## src/rtl/hrm_host_io.sv

```systemverilog
// Host-side I/O bridge for the HRM CPU.
// Inbound: serial-rx bytes -> small staging FIFO -> CPU INBOX (honours cpu_in_full).
// Outbound: CPU OUTBOX -> serial tx, one byte in flight, start/busy handshake.
// Byte counters and a sticky overflow flag feed the debug display.
module hrm_host_io #(
  parameter int STG_LG = 2
) (
  input  logic       clk,
  input  logic       i_rst,
  input  logic [7:0] rx_data,
  input  logic       rx_valid,
  output logic       rx_overflow,
  output logic [7:0] tx_data,
  output logic       tx_start,
  input  logic       tx_busy,
  output logic [7:0] cpu_in_data,
  output logic       cpu_in_wr,
  input  logic       cpu_in_full,
  input  logic [7:0] cpu_out_data,
  input  logic       cpu_out_empty,
  output logic       cpu_out_rd,
  output logic [7:0] in_count,
  output logic [7:0] out_count
);

  localparam int DEPTH = 1 << STG_LG;

  typedef enum logic [1:0] {
    IDLE,
    WAIT_BUSY,
    WAIT_DONE
  } state_t;

  // ---------------------------------------------------------------------------
  // Inbound staging FIFO
  // ---------------------------------------------------------------------------
  logic [7:0]        stg_mem [DEPTH];
  logic [STG_LG-1:0] rd_ptr;
  logic [STG_LG-1:0] wr_ptr;
  logic [STG_LG:0]   occ;
  logic              stg_full;
  logic              stg_empty;
  logic              push;
  logic              pop;

  // Occupancy never exceeds DEPTH = 2^STG_LG, so its MSB alone marks "full".
  assign stg_full    = occ[STG_LG];
  assign stg_empty   = (occ == '0);
  assign pop         = !stg_empty && !cpu_in_full;
  // A full FIFO still takes a byte when a pop frees a slot in the same cycle.
  assign push        = rx_valid && (!stg_full || pop);
  assign cpu_in_wr   = pop;
  assign cpu_in_data = stg_mem[rd_ptr];

  // Staging storage write.
  // NOTE: the data array is deliberately not reset; pointers and occupancy
  // define which entries are valid, so stale contents are never observed.
  always_ff @(posedge clk) begin
    if (push) stg_mem[wr_ptr] <= rx_data;
  end

  // Staging pointers, occupancy, inbound counter and sticky overflow.
  // NOTE: all state uses non-blocking assignments so every register samples
  // pre-edge values, independent of statement order.
  always_ff @(posedge clk) begin
    if (i_rst) begin
      rd_ptr      <= '0;
      wr_ptr      <= '0;
      occ         <= '0;
      rx_overflow <= 1'b0;
      in_count    <= '0;
    end else begin
      if (push) wr_ptr <= wr_ptr + 1'b1;
      if (pop) begin
        rd_ptr   <= rd_ptr + 1'b1;
        in_count <= in_count + 1'b1;
      end
      case ({push, pop})
        2'b10:   occ <= occ + 1'b1;
        2'b01:   occ <= occ - 1'b1;
        default: occ <= occ;
      endcase
      if (rx_valid && !push) rx_overflow <= 1'b1;
    end
  end

  // ---------------------------------------------------------------------------
  // Outbound FSM
  // ---------------------------------------------------------------------------
  state_t state;
  state_t state_nx;
  logic   launch;

  // FSM state register.
  always_ff @(posedge clk) begin
    if (i_rst) state <= IDLE;
    else       state <= state_nx;
  end

  // Next-state logic; launch marks the IDLE -> WAIT_BUSY edge.
  // NOTE: defaults come first so every path assigns every output (no latches).
  always_comb begin
    state_nx = state;
    launch   = 1'b0;
    case (state)
      IDLE: begin
        if (!cpu_out_empty && !tx_busy) begin
          launch   = 1'b1;
          state_nx = WAIT_BUSY;
        end
      end
      WAIT_BUSY: if (tx_busy)  state_nx = WAIT_DONE;
      WAIT_DONE: if (!tx_busy) state_nx = IDLE;
      default:   state_nx = IDLE;
    endcase
  end

  // Registered handshake pulses, held tx byte and outbound counter.
  always_ff @(posedge clk) begin
    if (i_rst) begin
      tx_start   <= 1'b0;
      cpu_out_rd <= 1'b0;
      tx_data    <= '0;
      out_count  <= '0;
    end else begin
      tx_start   <= launch;
      cpu_out_rd <= launch;
      if (launch) begin
        tx_data   <= cpu_out_data;
        out_count <= out_count + 1'b1;
      end
    end
  end

endmodule

```

## config.mk

```make
export PLATFORM = sky130hd
export DESIGN_NAME = hrm_host_io
export DESIGN_NICKNAME = d
export VERILOG_FILES = /design/src/rtl/hrm_host_io.sv
export SDC_FILE = /design/constraint.sdc
export NUM_CORES = 1
export LEC_CHECK = 0
export ABC_CLOCK_PERIOD_IN_PS = 2300
export CAP_MARGIN = 20
export CORE_UTILIZATION = 35
export CTS_BUF_LIST = sky130_fd_sc_hd__clkbuf_16
export CTS_CLUSTER_DIAMETER = 80
export CTS_CLUSTER_SIZE = 20
export DETAILED_ROUTE_END_ITERATION = 6
export PLACE_DENSITY = 0.68
export SYNTH_ARGS = -nofsm -noshare
export SYNTH_HDL_FRONTEND = slang
export SYNTH_SLANG_ARGS = --single-unit
```

## constraint.sdc

```tcl
create_clock -name clk -period 2.3 [get_ports clk]
set_input_delay 0.23 -clock clk [delete_from_list [all_inputs] [get_ports clk]]
set_output_delay 0.23 -clock clk [all_outputs]
set_load 0.01 [all_outputs]
```

== Word-level counts from Yosys, hierarchy flattened ==
Memory sizes are Yosys's and may differ from the RTL's. A register that Yosys moved wholly into a read port is not among the register bits.
Cells that the tools add are included.

* Reduce and logical (&&, ||, !) cells: 15
* Equality and inequality tests: 7
* Muxes and demuxes: 11
* Add/sub/neg operators: 6

{| class="wikitable"
|+ Operator list
! kind !! number
|-
| adder 8 x 1 -> 8 bit, second input constant || 2
|-
| two-way mux 2 bit || 5
|-
| logical NOT 1 bit || 6
|-
| != test 2 bit, second input constant || 3
|-
| case mux 2 bit (3 select lines) || 1
|-
| case mux 3 bit (2 select lines) || 1
|-
| adder 2 x 1 -> 2 bit, second input constant || 2
|-
| equality test 2 x 1 -> 1 bit, second input constant || 2
|-
| equality test 2 bit, second input constant || 2
|-
| logical AND 1 bit || 4
|-
| two-way mux 1 bit || 4
|-
| adder 3 x 1 -> 3 bit, second input constant || 1
|-
| logical NOT 3 bit || 1
|-
| AND reduction 3 bit || 1
|-
| subtractor 3 x 1 -> 3 bit, second input constant || 1
|-
| logical NOT 2 bit || 1
|-
| nonzero test 2 bit || 1
|-
| logical OR 1 bit || 1
|}

* Bits in writable memories: 32
* Word-level logic and storage cells: 49
* Memories kept: 1
* Flip-flop bits (word level): 35
* Output and inout bits: 36

{| class="wikitable"
|+ Memories
! name !! words !! width !! rd ports !! clocked after Yosys merged registers in !! write ports !! line !! source
|-
| stg_mem || 4 || 8 || 1 || 1 || 1 || 37 || <nowiki>logic [7:0] stg_mem [DEPTH];</nowiki>
|}

== Depth between registers and ports, before layout ==
Gate-level depths: netlist of the first run.

* Word-level depth: 7
* Depth in mapped cells: 9

== Least setup slack after synthesis of the first run ==
Ideal clock, no wire load.

* Path kind: register to register
* Start point: register occ[2]
* End point: register occ[2]
* Path buffers: 1
* Data required time: 2230 ps
* Arrival time: 2122 ps
* Path slack: 107 ps
* Cell stages (with the launch flop): 10
* Cell sequence: dfxtp_1 > nor3_1 > clkbuf_1 > nor2_1 > ha_1 > inv_1 > fa_1 > xor2_1 > or3_1 > a21oi_1

* Longest elaborated chain between the ends: 7

{| class="wikitable"
|+ RTL lines
! what !! line !! source
|-
| start, declared || 40 || <nowiki>logic [STG_LG:0] occ;</nowiki>
|-
| start signal, assigned || 79 || <nowiki>2'b10: occ <= occ + 1'b1;</nowiki>
|-
| start signal, assigned || 80 || <nowiki>2'b01: occ <= occ - 1'b1;</nowiki>
|-
| logical NOT 3 bit * || 48 || <nowiki>assign stg_empty = (occ == '0);</nowiki>
|-
| logical NOT 1 bit * || 49 || <nowiki>assign pop = !stg_empty && !cpu_in_full;</nowiki>
|-
| logical AND 1 bit * || 49 ||
|-
| net cpu_in_wr || 17 || <nowiki>output logic cpu_in_wr,</nowiki>
|-
| logical OR 1 bit || 51 || <nowiki>assign push = rx_valid && (!stg_full || pop);</nowiki>
|-
| logical AND 1 bit || 51 ||
|-
| equality test 2 x 1 -> 1 bit / equality test 2 bit (equally long branches) || 78 || <nowiki>case ({push, pop})</nowiki>
|-
| case mux 3 bit (2 select lines) / nonzero test 2 bit (equally long branches) || n/a ||
|}

Mark *: on every way through the listed nets, which the timed path passes. The rest lies on a longest branch.
A chain may end at the register's enable or synchronous reset.

==> results.txt, run 1 <==
----------------------------------------------------
[Drt]
  Total via count in the routed design ... 1,970
  Count of antenna-violating nets left after detailed routing ... 0
  Number of vias per cell after detailed routing ... 4.937
  Detailed Routing Iterations Pass 1 ... 4
  Average routed wire per standard cell ... 13.77 um
  Iteration-0 DRC Markers ... 58
  DRC violations left ... 0
  Total wire length after detailed routing ... 5494 um

[Clock tree]
  Setup repair bufs after CTS ... 0
  Clock tree from TritonCTS ... done
  Hold bufs inserted after CTS ... 0
  H-tree levels ... 3
  CTS Buffer Depth ... 2
  Worst-skew pair later-pin latency ... 0.32 ns
  Clk pin slew, worst setup/hold paths ... 0.06 ns
  Number of buffers inserted during clock tree synthesis ... 9
  Clock root buffer ... clkbuf_16
  Num Clock Sinks ... 69
  # resized after CTS ... 0

[Setup path]
  CP max-delay cell ... mux4_2
  Kind of capture point of the worst setup path ... output pin
  Worst reg2reg path endpoint ... occ[2]
  List of cells traversed by the critical path ... buf_4 > mux4_2 > clkdlybuf4s50_1
  Class of the most critical setup path ... reg -> out
  Setup slack of the most critical reg-to-reg path ... 0.41 ns
  Launching element type of the critical path ... flip-flop
  Maximum fanout along the worst path ... 8
  Worst EP arrival ... 1.85 ns
  Worst r2r src ... occ[2]
  Largest stage delay, worst path ... 0.53 ns
  Critical path required time ... 2.07 ns
  Cells on worst reg2reg path ... 8

[Floorplan]
  Height of the die ... 91.31 um
  Number of placement rows ... 32
  Die width ... 91.31 um
  I/O pin cnt ... 58
  Initial Util ... 36.12%
  Overall die area ... 0.008337 mm2
  Standard cell core area ... 0.007727 mm2

[Synth]
  Distinct cells, synth ... 38
  Synth Register Bits ... 69
  Syn nets ... 258
  Share of flip-flops with an asynchronous set or reset after synthesis ... 0%
  Number of cells produced by synthesis ... 228
  Cell area after synthesis ... 0.002791 mm2
  Synth Area per Inst ... 12.24 um2
  Dominant register cell in the synthesized netlist ... dfxtp_1
  Number of enable flip-flop cells after synthesis ... 32
  Warnings, synthesis ... 0
  Sequential-to-total area share from yosys stat ... 60.96%

[Place]
  Half-perimeter wire length of the detailed placement result ... 3775 um
  Final weighted congestion in routability-driven placement ... 0.7597
  Pre-CTS setup slack ... 0.04472 ns
  Number of I/O port buffers ... 57
  Total placed cells including tap cells ... 384

[Power]
  Leakage power of the design ... 1.313 nW
  Largest vdd supply drop ... 471.6 uV
  Power density normalized to cell area ... 993.8 mW/mm2

[GRT]
  First-pass GRT wire length ... 9108 um
  Residual overflow from global routing ... 0
  Via count of the first global-routing pass ... 1,945
  Maximum number of pins on one net before global-route repair ... 22
  Number of antenna violations at the first check in global routing ... 0
  Overall global routing resource usage ... 14.17%

[Min path]
  Kind of path behind the tightest hold check ... in -> reg
  Hold_sp ... cpu_out_data[7]
  Hold endpoint ... tx_data[7]
  Hold depth ... 3

[STA]
  Relative slew slack ... 53.71%
  Fin Clk Skew ... 0.003817 ns
  Period utilisation layout ... 90.65%
  Least-Margin Pin Slew ... 0.6922 ns
  Final critical delay including setup and external delays ... 2.085 ns
  Final slew viol count ... 0
  Maximum clock frequency ... 0.4796 GHz
  Setup violation total in the final timing report ... 0
  Unrepaired setup endpoints after global routing ... no
  Post-route setup TNS ... 0 ns
  Setup ws final ... 0.2151 ns
  Number of hold-slack violations in the final timing report ... 0

[Cells and area]
  Non-filler instance count after layout ... 399
  Area Growth Syn to Fin ... 37.25%
  Leading cell type in the layout, fill and taps excluded ... clkdlybuf4s50_1
  Share of layout cells above drive strength 1 ... 12.46%
  Final core area utilization ... 49.58%
  Net count of the finished layout ... 323
  Commonest cells after routing, fill and taps aside ... clkdlybuf4s50_1 (57), dfxtp_1 (37), edfxtp_1 (32), a21oi_1 (24), nand2_1 (21)
  Count of inserted antenna diode cells ... 0

[Run]
  Reported max-cap violation count ... 0

[Outcome]
  Run status ... finished, final reports clean

----------------------------------------------------
## metrics by stage
stage / area (um2) / total power [mW] / hold slack [ns]
final: 3831 / 3.808 / 0.4478
after global routing: 3831 / 3.995 / 0.4645
after CTS: 3831 / 3.858 / 0.4408
after detailed placement: 3495 / 2.295 / 0.4492
after global placement: 3495 / 2.270 / 0.4430
after floorplan: 2791 / 1.943 / 0.3215
## state kept, by name, summed over array words and instances, names as in the netlist, 2 cells and up, named ones only
name	cells
state	2
tx_data	8
occ	3
stg_mem	32
in_count	8
rd_ptr	2
out_count	8
wr_ptr	2
## final cells by class
class	instances	area, um2
Clock buffer	9	225.2
Timing Repair Buffer	65	630.6
Fill cell	691	3896
Inverter	13	48.80
Sequential cell	69	1702
Tap cell	102	127.6
Clock inverter	6	111.4
Multi-Input combinational cell	135	985.9
## cell families (layout without fill, tap and decap cells)
family                   count (synthesis)  count (layout)  synth area share [%]
multiplexers                            11              11                 7.620
AO/OA/AOI/OAI                           44              44                 9.234
AND/OR/NAND/NOR                         67              67                 13.04
flip-flops                              69              69                 60.96
buffers and inverters                   24              93                 3.720
adder cells (fa/ha/maj)                  8               8                 3.855
XOR/XNOR                                 5               5                 1.569
## cell usage after synthesis (2+ instances only)
library cell,number,area (um2)
dfxtp_1,37,740.7
edfxtp_1,32,960.9
a21oi_1,24,120.1
nand2_1,21,78.83
inv_1,13,48.80
nor2_1,13,48.80
clkbuf_1,8,30.03
mux4_2,8,180.2
ha_1,7,87.58
o21ai_0,7,35.03
or3_1,7,43.79
o31ai_1,6,45.04
or4_1,6,45.04
nand3_1,5,25.02
and2_1,4,25.02
xnor2_1,3,26.28
a311oi_1,2,17.52
a31o_2,2,17.52
nand4_1,2,12.51
nor2b_1,2,12.51
xor2_1,2,17.52
## critical path: cells and delay by family (launching register included)
kind                   cells  cell delay [ns]
buffers and inverters      2             0.69
DFF                        1             0.31
muxes                      1             0.53
## worst max path at each step
stage / from / to / slack, ns
floorplan: occ[2] / occ[2] / 0.11
global placement: cpu_in_full / occ[2] / 0.08
detailed placement: cpu_in_full / occ[2] / 0.04
CTS: flip-flop / cpu_in_data[3] / 0.17
global route: flip-flop / cpu_in_data[3] / 0.14
finish: flip-flop / cpu_in_data[3] / 0.22
## per-layer routing
layer	GRT usage [%]	vias up	share of wire [%]
li1	-	968	-
met1	15.50	942	41
met2	24.43	60	51
met3	7.035	0	8.6
met4	3.571	0	0
met5	0	-	0
## where the power goes
group	leakage [nW]	internal, mW	switching, mW
Sequential	0.595	1.40	0.0773
Combinational	0.556	0.402	0.376
Clock	0.162	1.05	0.496
Total	1.31	2.86	0.949
No activity file was read; power rests on OpenSTA's default activity.
==> run 2: changes to the inputs <==
--- a/config.mk
+++ b/config.mk
@@ -7,12 +7,14 @@
 export LEC_CHECK = 0
 export ABC_CLOCK_PERIOD_IN_PS = 2300
 export CAP_MARGIN = 20
-export CORE_UTILIZATION = 35
+export CELL_PAD_IN_SITES_DETAIL_PLACEMENT = 0
+export CELL_PAD_IN_SITES_GLOBAL_PLACEMENT = 2
+export CORE_UTILIZATION = 33
 export CTS_BUF_LIST = sky130_fd_sc_hd__clkbuf_16
 export CTS_CLUSTER_DIAMETER = 80
 export CTS_CLUSTER_SIZE = 20
 export DETAILED_ROUTE_END_ITERATION = 6
-export PLACE_DENSITY = 0.68
+export PLACE_DENSITY = 0.88
 export SYNTH_ARGS = -nofsm -noshare
 export SYNTH_HDL_FRONTEND = slang
 export SYNTH_SLANG_ARGS = --single-unit
==> run 2 against run 1 <==
Final area rose by 0.29%. Combinational power rose by 0.5%. Critical endpoint is now cpu_in_data[6]. Largest power group is now registers. Clock skew rose by 0.0015 ns. Via count shrank 0.61%. Critical path type unchanged. Sequential cell count is the same. Count of clock-buffer cells in the layout did not move.
==> results.txt, run 2 (synthesized netlist as in run 1, its figures left out) <==
----------------------------------------------------
[Power]
  Total power ... 3.726 mW (was 3.808 mW)
  Power density normalized to cell area ... 969.8 mW/mm2 (was 993.8 mW/mm2)
  Leakage power of the design ... 1.315 nW (was 1.313 nW)
  Largest vdd supply drop ... 373.5 uV (was 471.6 uV)

[Min path]
  Kind of path behind the tightest hold check ... reg -> reg (was in -> reg)

[Setup path]
  Kind of capture point of the worst setup path ... output pin (unchanged)
  Critical path required time ... 2.07 ns (about the same)
  Class of the most critical setup path ... reg -> out (unchanged)
  Maximum fanout along the worst path ... 8 (unchanged)
  Worst EP arrival ... 1.86 ns (was 1.85 ns)
  Launching element type of the critical path ... flip-flop (unchanged)

[Cells and area]
  Leading cell type in the layout, fill and taps excluded ... clkdlybuf4s50_1 (unchanged)
  Non-filler instance count after layout ... 406 (was 399)
  Commonest cells after routing, fill and taps aside ... clkdlybuf4s50_1 (57), dfxtp_1 (37), edfxtp_1 (32), a21oi_1 (24), nand2_1 (21) (unchanged)
  Net count of the finished layout ... 326 (was 323)
  Share of layout cells above drive strength 1 ... 13.29% (was 12.46%)
  Number of flip-flops under the largest register name ... 32 (unchanged)
  Area Growth Syn to Fin ... 37.65% (was 37.25%)
  Count of inserted antenna diode cells ... 0 (unchanged)
  Register name with the most flops ... stg_mem (unchanged)

[Place]
  Number of I/O port buffers ... 57 (unchanged)
  Half-perimeter wire length of the detailed placement result ... 3767 um (was 3775 um)
  Total placed cells including tap cells ... 390 (was 384)
  Pre-CTS setup slack ... 0.08194 ns (was 0.04472 ns)
  Final weighted congestion in routability-driven placement ... 0.7097 (was 0.7597)

[Outcome]
  Run status ... finished, final reports clean (unchanged)

[Run]
  Reported max-cap violation count ... 0 (unchanged)

[STA]
  Final critical delay including setup and external delays ... 2.086 ns (was 2.085 ns)
  Fin Clk Skew ... 0.005345 ns (was 0.003817 ns)
  Post-route setup TNS ... 0 ns (unchanged)
  Final slew viol count ... 0 (unchanged)
  Maximum clock frequency ... 0.4793 GHz (was 0.4796 GHz)
  Unrepaired setup endpoints after global routing ... no (unchanged)
  Setup violation total in the final timing report ... 0 (unchanged)
  Number of hold-slack violations in the final timing report ... 0 (unchanged)
  Relative slew slack ... 46.13% (was 53.71%)
  Period utilisation layout ... 90.71% (was 90.65%)
  Setup ws final ... 0.2137 ns (was 0.2151 ns)
  Least-Margin Pin Slew ... 0.8056 ns (was 0.6922 ns)

[Floorplan]
  Height of the die ... 93.97 um (was 91.31 um)
  Overall die area ... 0.008830 mm2 (was 0.008337 mm2)
  Number of placement rows ... 33 (was 32)
  I/O pin cnt ... 58 (unchanged)
  Initial Util ... 33.97% (was 36.12%)
  Standard cell core area ... 0.008217 mm2 (was 0.007727 mm2)
  Die width ... 93.97 um (was 91.31 um)

[Clock tree]
  # resized after CTS ... 0 (unchanged)
  Setup repair bufs after CTS ... 0 (unchanged)
  Worst-skew pair later-pin latency ... 0.32 ns (about the same)
  CTS Buffer Depth ... 2 (unchanged)
  Number of buffers inserted during clock tree synthesis ... 9 (unchanged)
  Clock tree from TritonCTS ... done (unchanged)
  Num Clock Sinks ... 69 (unchanged)
  Clock root buffer ... clkbuf_16 (unchanged)
  H-tree levels ... 3 (unchanged)
  Hold bufs inserted after CTS ... 0 (unchanged)
  Clk pin slew, worst setup/hold paths ... 0.06 ns (about the same)

[Drt]
  Number of vias per cell after detailed routing ... 4.823 (was 4.937)
  Average routed wire per standard cell ... 13.67 um (was 13.77 um)
  DRC violations left ... 0 (unchanged)
  Iteration-0 DRC Markers ... 50 (was 58)
  Total via count in the routed design ... 1,958 (was 1,970)
  Detailed Routing Iterations Pass 1 ... 4 (unchanged)
  Total wire length after detailed routing ... 5549 um (was 5494 um)
  Count of antenna-violating nets left after detailed routing ... 0 (unchanged)

[GRT]
  Number of antenna violations at the first check in global routing ... 0 (unchanged)
  First-pass GRT wire length ... 9080 um (was 9108 um)
  Overall global routing resource usage ... 13.70% (was 14.17%)
  Residual overflow from global routing ... 0 (unchanged)
  Via count of the first global-routing pass ... 1,906 (was 1,945)
  Maximum number of pins on one net before global-route repair ... 21 (was 22)

----------------------------------------------------
-- run 2: changes by cell type in the layout (fill, tap and decap cells not counted) --
cell / change
buf_4: +3
bufinv_16: -1
clkinv_1: +1
clkinv_2: -1
clkinvlp_4: +1
inv_6: +1
-- run 2: worst paths after layout --
path / start / to / slack (ns) / cells past startpoint
max: flip-flop / cpu_in_data[6] / 0.21 / 3
min: tx_data[6] / tx_data[6] / 0.45 / 2
max reg2reg: occ[0] / occ[2] / 0.38 / 8
min reg2reg: tx_data[6] / tx_data[6] / 0.45 / 2
-- run 2: critical path: stages, from the launching register on --
cell and delay [ns]:
dfxtp_1 0.30, buf_4 0.21, mux4_2 0.53, clkdlybuf4s50_1 0.49
-- run 2: where the power goes --
group / total [mW] / internal (mW) / switching, mW
Sequential: 1.48 / 1.40 / 0.0790
Clock: 1.46 / 0.952 / 0.511
Combinational: 0.782 / 0.406 / 0.375
-- run 2: layer usage --
metal	wire (um)	track usage [%]	vias to the layer above
met4	78	5.000	0
met2	2615	22.14	63
met1	2471	16.07	917
li1	-	-	968
met3	384	5.987	10
met5	0	0	-
-- run 2: area by class of cell --
| class | count | area (um2) |
|---|---|---|
| inverter | 13 | 48.80 |
| clock inverter | 7 | 96.34 |
| fill | 752 | 4374 |
| multi-input combinational | 135 | 985.9 |
| clock buffer | 9 | 225.2 |
| tap | 105 | 131.4 |
| timing repair buffer | 68 | 653.1 |
| sequential | 69 | 1702 |
-- run 2: per-stage QoR --
step                      hold WS (ns)  area [um2]  util, %
after floorplan                 0.3215        2791        -
after global placement          0.4434        3521    42.85
after detailed placement        0.4500        3521    42.85
after CTS                       0.4433        3842    46.76
after global routing            0.4539        3842    46.76
final                           0.4517        3842    46.76
